### src/rtl/regfile_hilo.sv
// GPR file and HI/LO pair fed by the writeback bus.
// Every read port bypasses the write retiring in the current cycle.
module regfile_hilo #(
    parameter  int REG_NUM = 32,
    parameter  int DATA_W  = 32,
    localparam int AW      = $clog2(REG_NUM),
    localparam int BUS_W   = 3 * DATA_W + AW + 3
) (
    input  logic              clk,
    input  logic              rst,
    input  logic [BUS_W-1:0]  wb_to_rf_bus,
    input  logic [AW-1:0]     raddr1,
    input  logic [AW-1:0]     raddr2,
    output logic [DATA_W-1:0] rdata1,
    output logic [DATA_W-1:0] rdata2,
    output logic [DATA_W-1:0] hi_o,
    output logic [DATA_W-1:0] lo_o
);

    logic              hi_we;
    logic              lo_we;
    logic              rf_we;
    logic [DATA_W-1:0] hi_wdata;
    logic [DATA_W-1:0] lo_wdata;
    logic [DATA_W-1:0] rf_wdata;
    logic [AW-1:0]     rf_waddr;

    assign {hi_we, lo_we, hi_wdata, lo_wdata,
            rf_we, rf_waddr, rf_wdata} = wb_to_rf_bus;

    logic [DATA_W-1:0] rf_q [REG_NUM];
    logic [DATA_W-1:0] rf_d [REG_NUM];
    logic [DATA_W-1:0] hi_q;
    logic [DATA_W-1:0] hi_d;
    logic [DATA_W-1:0] lo_q;
    logic [DATA_W-1:0] lo_d;

    // Next-state values double as the bypassed HI/LO view.
    always_comb begin
        rf_d = rf_q;
        hi_d = hi_we ? hi_wdata : hi_q;
        lo_d = lo_we ? lo_wdata : lo_q;
        if (rf_we && (rf_waddr != '0)) begin
            rf_d[rf_waddr] = rf_wdata;
        end
    end

    always_ff @(posedge clk or negedge rst) begin
        if (!rst) begin
            for (int i = 0; i < REG_NUM; i++) begin
                rf_q[i] <= '0;
            end
            hi_q <= '0;
            lo_q <= '0;
        end else begin
            rf_q <= rf_d;
            hi_q <= hi_d;
            lo_q <= lo_d;
        end
    end

    always_comb begin
        rdata1 = '0;
        rdata2 = '0;
        hi_o   = '0;
        lo_o   = '0;
        if (rst) begin
            hi_o = hi_d;
            lo_o = lo_d;
            if (raddr1 != '0) begin
                rdata1 = (rf_we && (rf_waddr == raddr1)) ? rf_wdata
                                                         : rf_q[raddr1];
            end
            if (raddr2 != '0) begin
                rdata2 = (rf_we && (rf_waddr == raddr2)) ? rf_wdata
                                                         : rf_q[raddr2];
            end
        end
    end

endmodule

### config.mk
export PLATFORM = sky130hd
export DESIGN_NAME = regfile_hilo
export DESIGN_NICKNAME = d
export VERILOG_FILES = /design/src/rtl/regfile_hilo.sv
export SDC_FILE = /design/constraint.sdc
export NUM_CORES = 2
export LEC_CHECK = 0
export BUFFER_PORTS_ARGS = -buffer_cell sky130_fd_sc_hd__buf_2
export CORE_UTILIZATION = 50
export DETAILED_ROUTE_END_ITERATION = 6
export GPL_TIMING_DRIVEN = 0
export PLACE_DENSITY = 0.73
export SYNTH_ARGS = -nofsm -noshare
export SYNTH_HDL_FRONTEND = slang
export SYNTH_SLANG_ARGS = --single-unit
### constraint.sdc
create_clock -name clk -period 1.7 [get_ports clk]
set_input_delay 0 -clock clk [delete_from_list [all_inputs] [get_ports clk]]
set_output_delay 0 -clock clk [all_outputs]
set_load 0.01 [all_outputs]
==> flow_summary.yaml <==
grt:
  first_global_vias: 42400
  grt_remaining_overflow: 0
  grt_pass1_wl_um: 324000
  grt_antenna_before_repair: 13
  grt_max_degree: 145
  grt_usage_pct: 39.8
sta:
  setup_slack_ns: -1.11
  setup_tns_ns: -50.97
  worst_pin_slew_ns: 1.69
  finalClockSkew_ns: 0
  final_hold_viol_count: 597
  rsz0062_at_grt: "yes"
  min_period_ns: 2.81
  setup_viol: 122
  period_share_pct: 165
  slew_headroom_pct: -12.9
  drv_slew: 22
  fmax_ghz: 0.357
  hold-worst-slack_ns: -0.275
setup_path:
  start_kind: "input pin"
  worstPathRequired_ns: 1.70
  critPathCaptureType: "output pin"
  path_cells: "buf_2 -> clkinv_1 -> clkbuf_1 -> mux2i_1 -> o21ai_4 -> a221o_1 -> buf_2"
  crit_fanout: 10
  crit_path_top_delay_cell: "clkbuf_1"
  cp.arrival_ns: 2.81
  worstSetupPathType: "input pin to output pin"
  cpMostUsedCell: "buf_2"
  cp_slowest_stage_delay_ns: 1.24
clocking:
  cts.htree.levels: 3
  clock_latency_ns: 0.71
  clk_pin_slew_worst_paths_ns: 0.07
  cts_max_path_buffers: 3
  cts_tree: "yes"
  cts-root-buf: "clkbuf_16"
  clkSinkCount: 1088
  cts_buffers: 114
pwr:
  powerDensity_nw_per_um2: 1160
  ir_drop_mv: 0.815
  total_power_w: 0.0799
  power_leakage_nw: 29.8
placement:
  io_buffers: 230
  place_area_sq_um: 60800
  dp_hpwl_um: 163000
  post-place-ws_ns: -1.77
  placedCellCount: 5698
  gp_congestion: 1.05
detailed_routing:
  ant_nets: 0
  first_pass_iters: 6
  avgViaCountPerCell: 7.14
  vias: 43300
  drc: 0
  wirelength_um: 234000
  drt-wirelength-per-cell_um: 38.5
  drt_iter0_drc: 6434
die:
  core_area_sq_um: 114000
  die_area_sq_um: 116000
  io_pins: 244
  fp.dieH_um: 341
  initial_utilization_pct: 50.4
  rows: 124
  die_w_um: 341
synthesis:
  yosys.cell_types.count: 54
  synth_edf_count: 0
  ys_seq_area_share_pct: 47.3
  synth_cells: 3949
  ys.flop_type: "dfrtp_1"
  synth_seq_cells: 1088
  async_flop_share_pct: 100
  netlist_area_sq_um: 57500
  synth_nets: 4065
  yosysWarnings: 0
  syn_avg_cell_area_sq_um: 14.6
status:
  status: "finished, violations left"
  violations: "negative hold slack, max-capacitance violations, max-slew violations, negative setup slack"
worst_hold_path:
  holdCritPathClass: "input pin to asynchronous set/reset pin"
run:
  maxCapViolCount: 2
layout:
  final_area_sq_um: 68600
  drive_above_1_share_pct: 55.1
  fin_nets: 4564
  fin_cells: 6066
  syn_to_final_growth_pct: 19.3
## where the power goes
group	total [W]	switching, W	internal, W	leakage, nW
Clock	0.0271	0.0113	0.0158	1.99
Combinational	0.0186	0.00893	0.00963	13.9
Sequential	0.0342	0.00354	0.0307	13.9
## kinds of logic (layout without fill, tap and decap cells)
| kind of cell | Yosys count | after routing | synth area share, % |
|---|---|---|---|
| AO/OA/AOI/OAI | 510 | 510 | 6.39 |
| XOR/XNOR | 10 | 10 | 0.152 |
| buffers and inverters | 458 | 1051 | 3.81 |
| flip-flops | 1088 | 1088 | 47.3 |
| multiplexers | 1655 | 1655 | 40.3 |
| other | 0 | 12 | 0 |
| AND/OR/NAND/NOR | 228 | 228 | 2.07 |
## per-stage QoR
step / util, % / hold slack (ns)
floorplan: - / -0.296
global placement: 53.0 / 0.244
detailed placement: 53.2 / 0.0163
CTS: 59.3 / -0.649
global route: 60.1 / -0.233
finish: 60.1 / -0.275
## final timing paths
| check | startpoint | to | slack (ns) | cells past startpoint |
|---|---|---|---|---|
| max in group asynchronous | rst | rf_q[970]$_DFFE_PN0P_ | 0.57 | 6 |
| worst max register to register | hi_q[2]$_DFF_PN0_ | hi_q[2]$_DFF_PN0_ | 0.21 | 3 |
| worst max-delay path | raddr1[4] | rdata1[12] | -1.11 | 7 |
| worst min register to register | rf_q[1018]$_DFFE_PN0P_ | rf_q[1018]$_DFFE_PN0P_ | 0.48 | 1 |
| min in group clk | wb_to_rf_bus[51] | lo_q[13]$_DFF_PN0_ | 0.06 | 3 |
| worst min-delay path | rst | rf_q[95]$_DFFE_PN0P_ | -0.27 | 4 |
## Yosys cell counts (all sizes together), types with 2 or more instances
library cell,number,area share (%)
o22ai,64,0.70
a221o,41,0.71
xnor2,2,0.030
buf,211,2.2
a21boi,2,0.026
nor3,11,0.096
nand2b,4,0.043
nor3b,4,0.052
mux4,420,17
o2111a,32,0.63
o21ai,109,0.97
a21oi,66,0.57
and2,71,0.77
or4,2,0.033
nand3b,4,0.052
nand2,61,0.40
a211oi,12,0.16
or2,4,0.043
nor2b,4,0.043
nor2,24,0.16
inv,2,0.013
a22oi,101,1.3
nand3,34,0.30
mux2,1041,20
clkbuf,244,1.6
mux2i,194,3.4
dfrtp,1088,47
nor4,2,0.048
a211o,2,0.030
a221oi,72,1.1
xor2,8,0.12
a32oi,4,0.061
## registers in the layout, indices dropped and copies added, names as in the netlist
| register | flops |
|---|---|
| hi_q | 32 |
| lo_q | 32 |
| rf_q | 1024 |
## critical path: cells and delay by family
kind | cells | cell delay [ns]
multiplexers | 1 | 0.40
buffers and inverters | 4 | 1.80
AO/OA/AOI/OAI | 2 | 0.60
## per-layer routing
metal / track usage (%) / wire, um / up-vias
li1: - / - / 16300
met1: 51.2 / 83700 / 22500
met2: 56.8 / 99200 / 3525
met3: 14.7 / 32100 / 916
met4: 25.2 / 18600 / 10
met5: 0.490 / 218 / -
## what timing repair did
| action | CTS | global route |
|---|---|---|
| endpoints found under the setup margin | 218 | 164 |
| buffers inserted | 16 | 13 |
| pin swaps | 113 | 57 |
| gates cloned | 5 | 1 |
| hold buffers | 109 | 7 |
| hold endpoints to repair | 974 | 238 |
| resized for setup | 462 | 174 |
## cell usage in the layout (no fill, tap or decap), types with 31 or more instances in the layout
cell,count
dfrtp_1,1088
mux2_2,1038
mux4_2,418
buf_2,298
mux2i_1,191
clkbuf_1,179
clkbuf_16,117
dlygate4sd3_1,106
buf_4,71
a22oi_2,69
and2_1,64
nand2_1,60
clkbuf_2,58
buf_6,48
o21ai_2,46
a221o_1,39
a221oi_1,36
o21ai_0,35
a221oi_2,35
a21oi_2,34
clkbuf_4,33
a22oi_1,32
clkbuf_8,31
## final cells by class
type | count | area, sq um
buffer | 451 | 2470
multi-input combinational | 2403 | 29800
timing repair buffer | 387 | 3230
clock buffer | 162 | 3370
sequential | 1088 | 27200
inverter | 3 | 11.3
clock inverter | 48 | 641
antenna | 12 | 30.0
tap | 1512 | 1890
fill | 8566 | 45600
(Power assumes the default switching activity.)
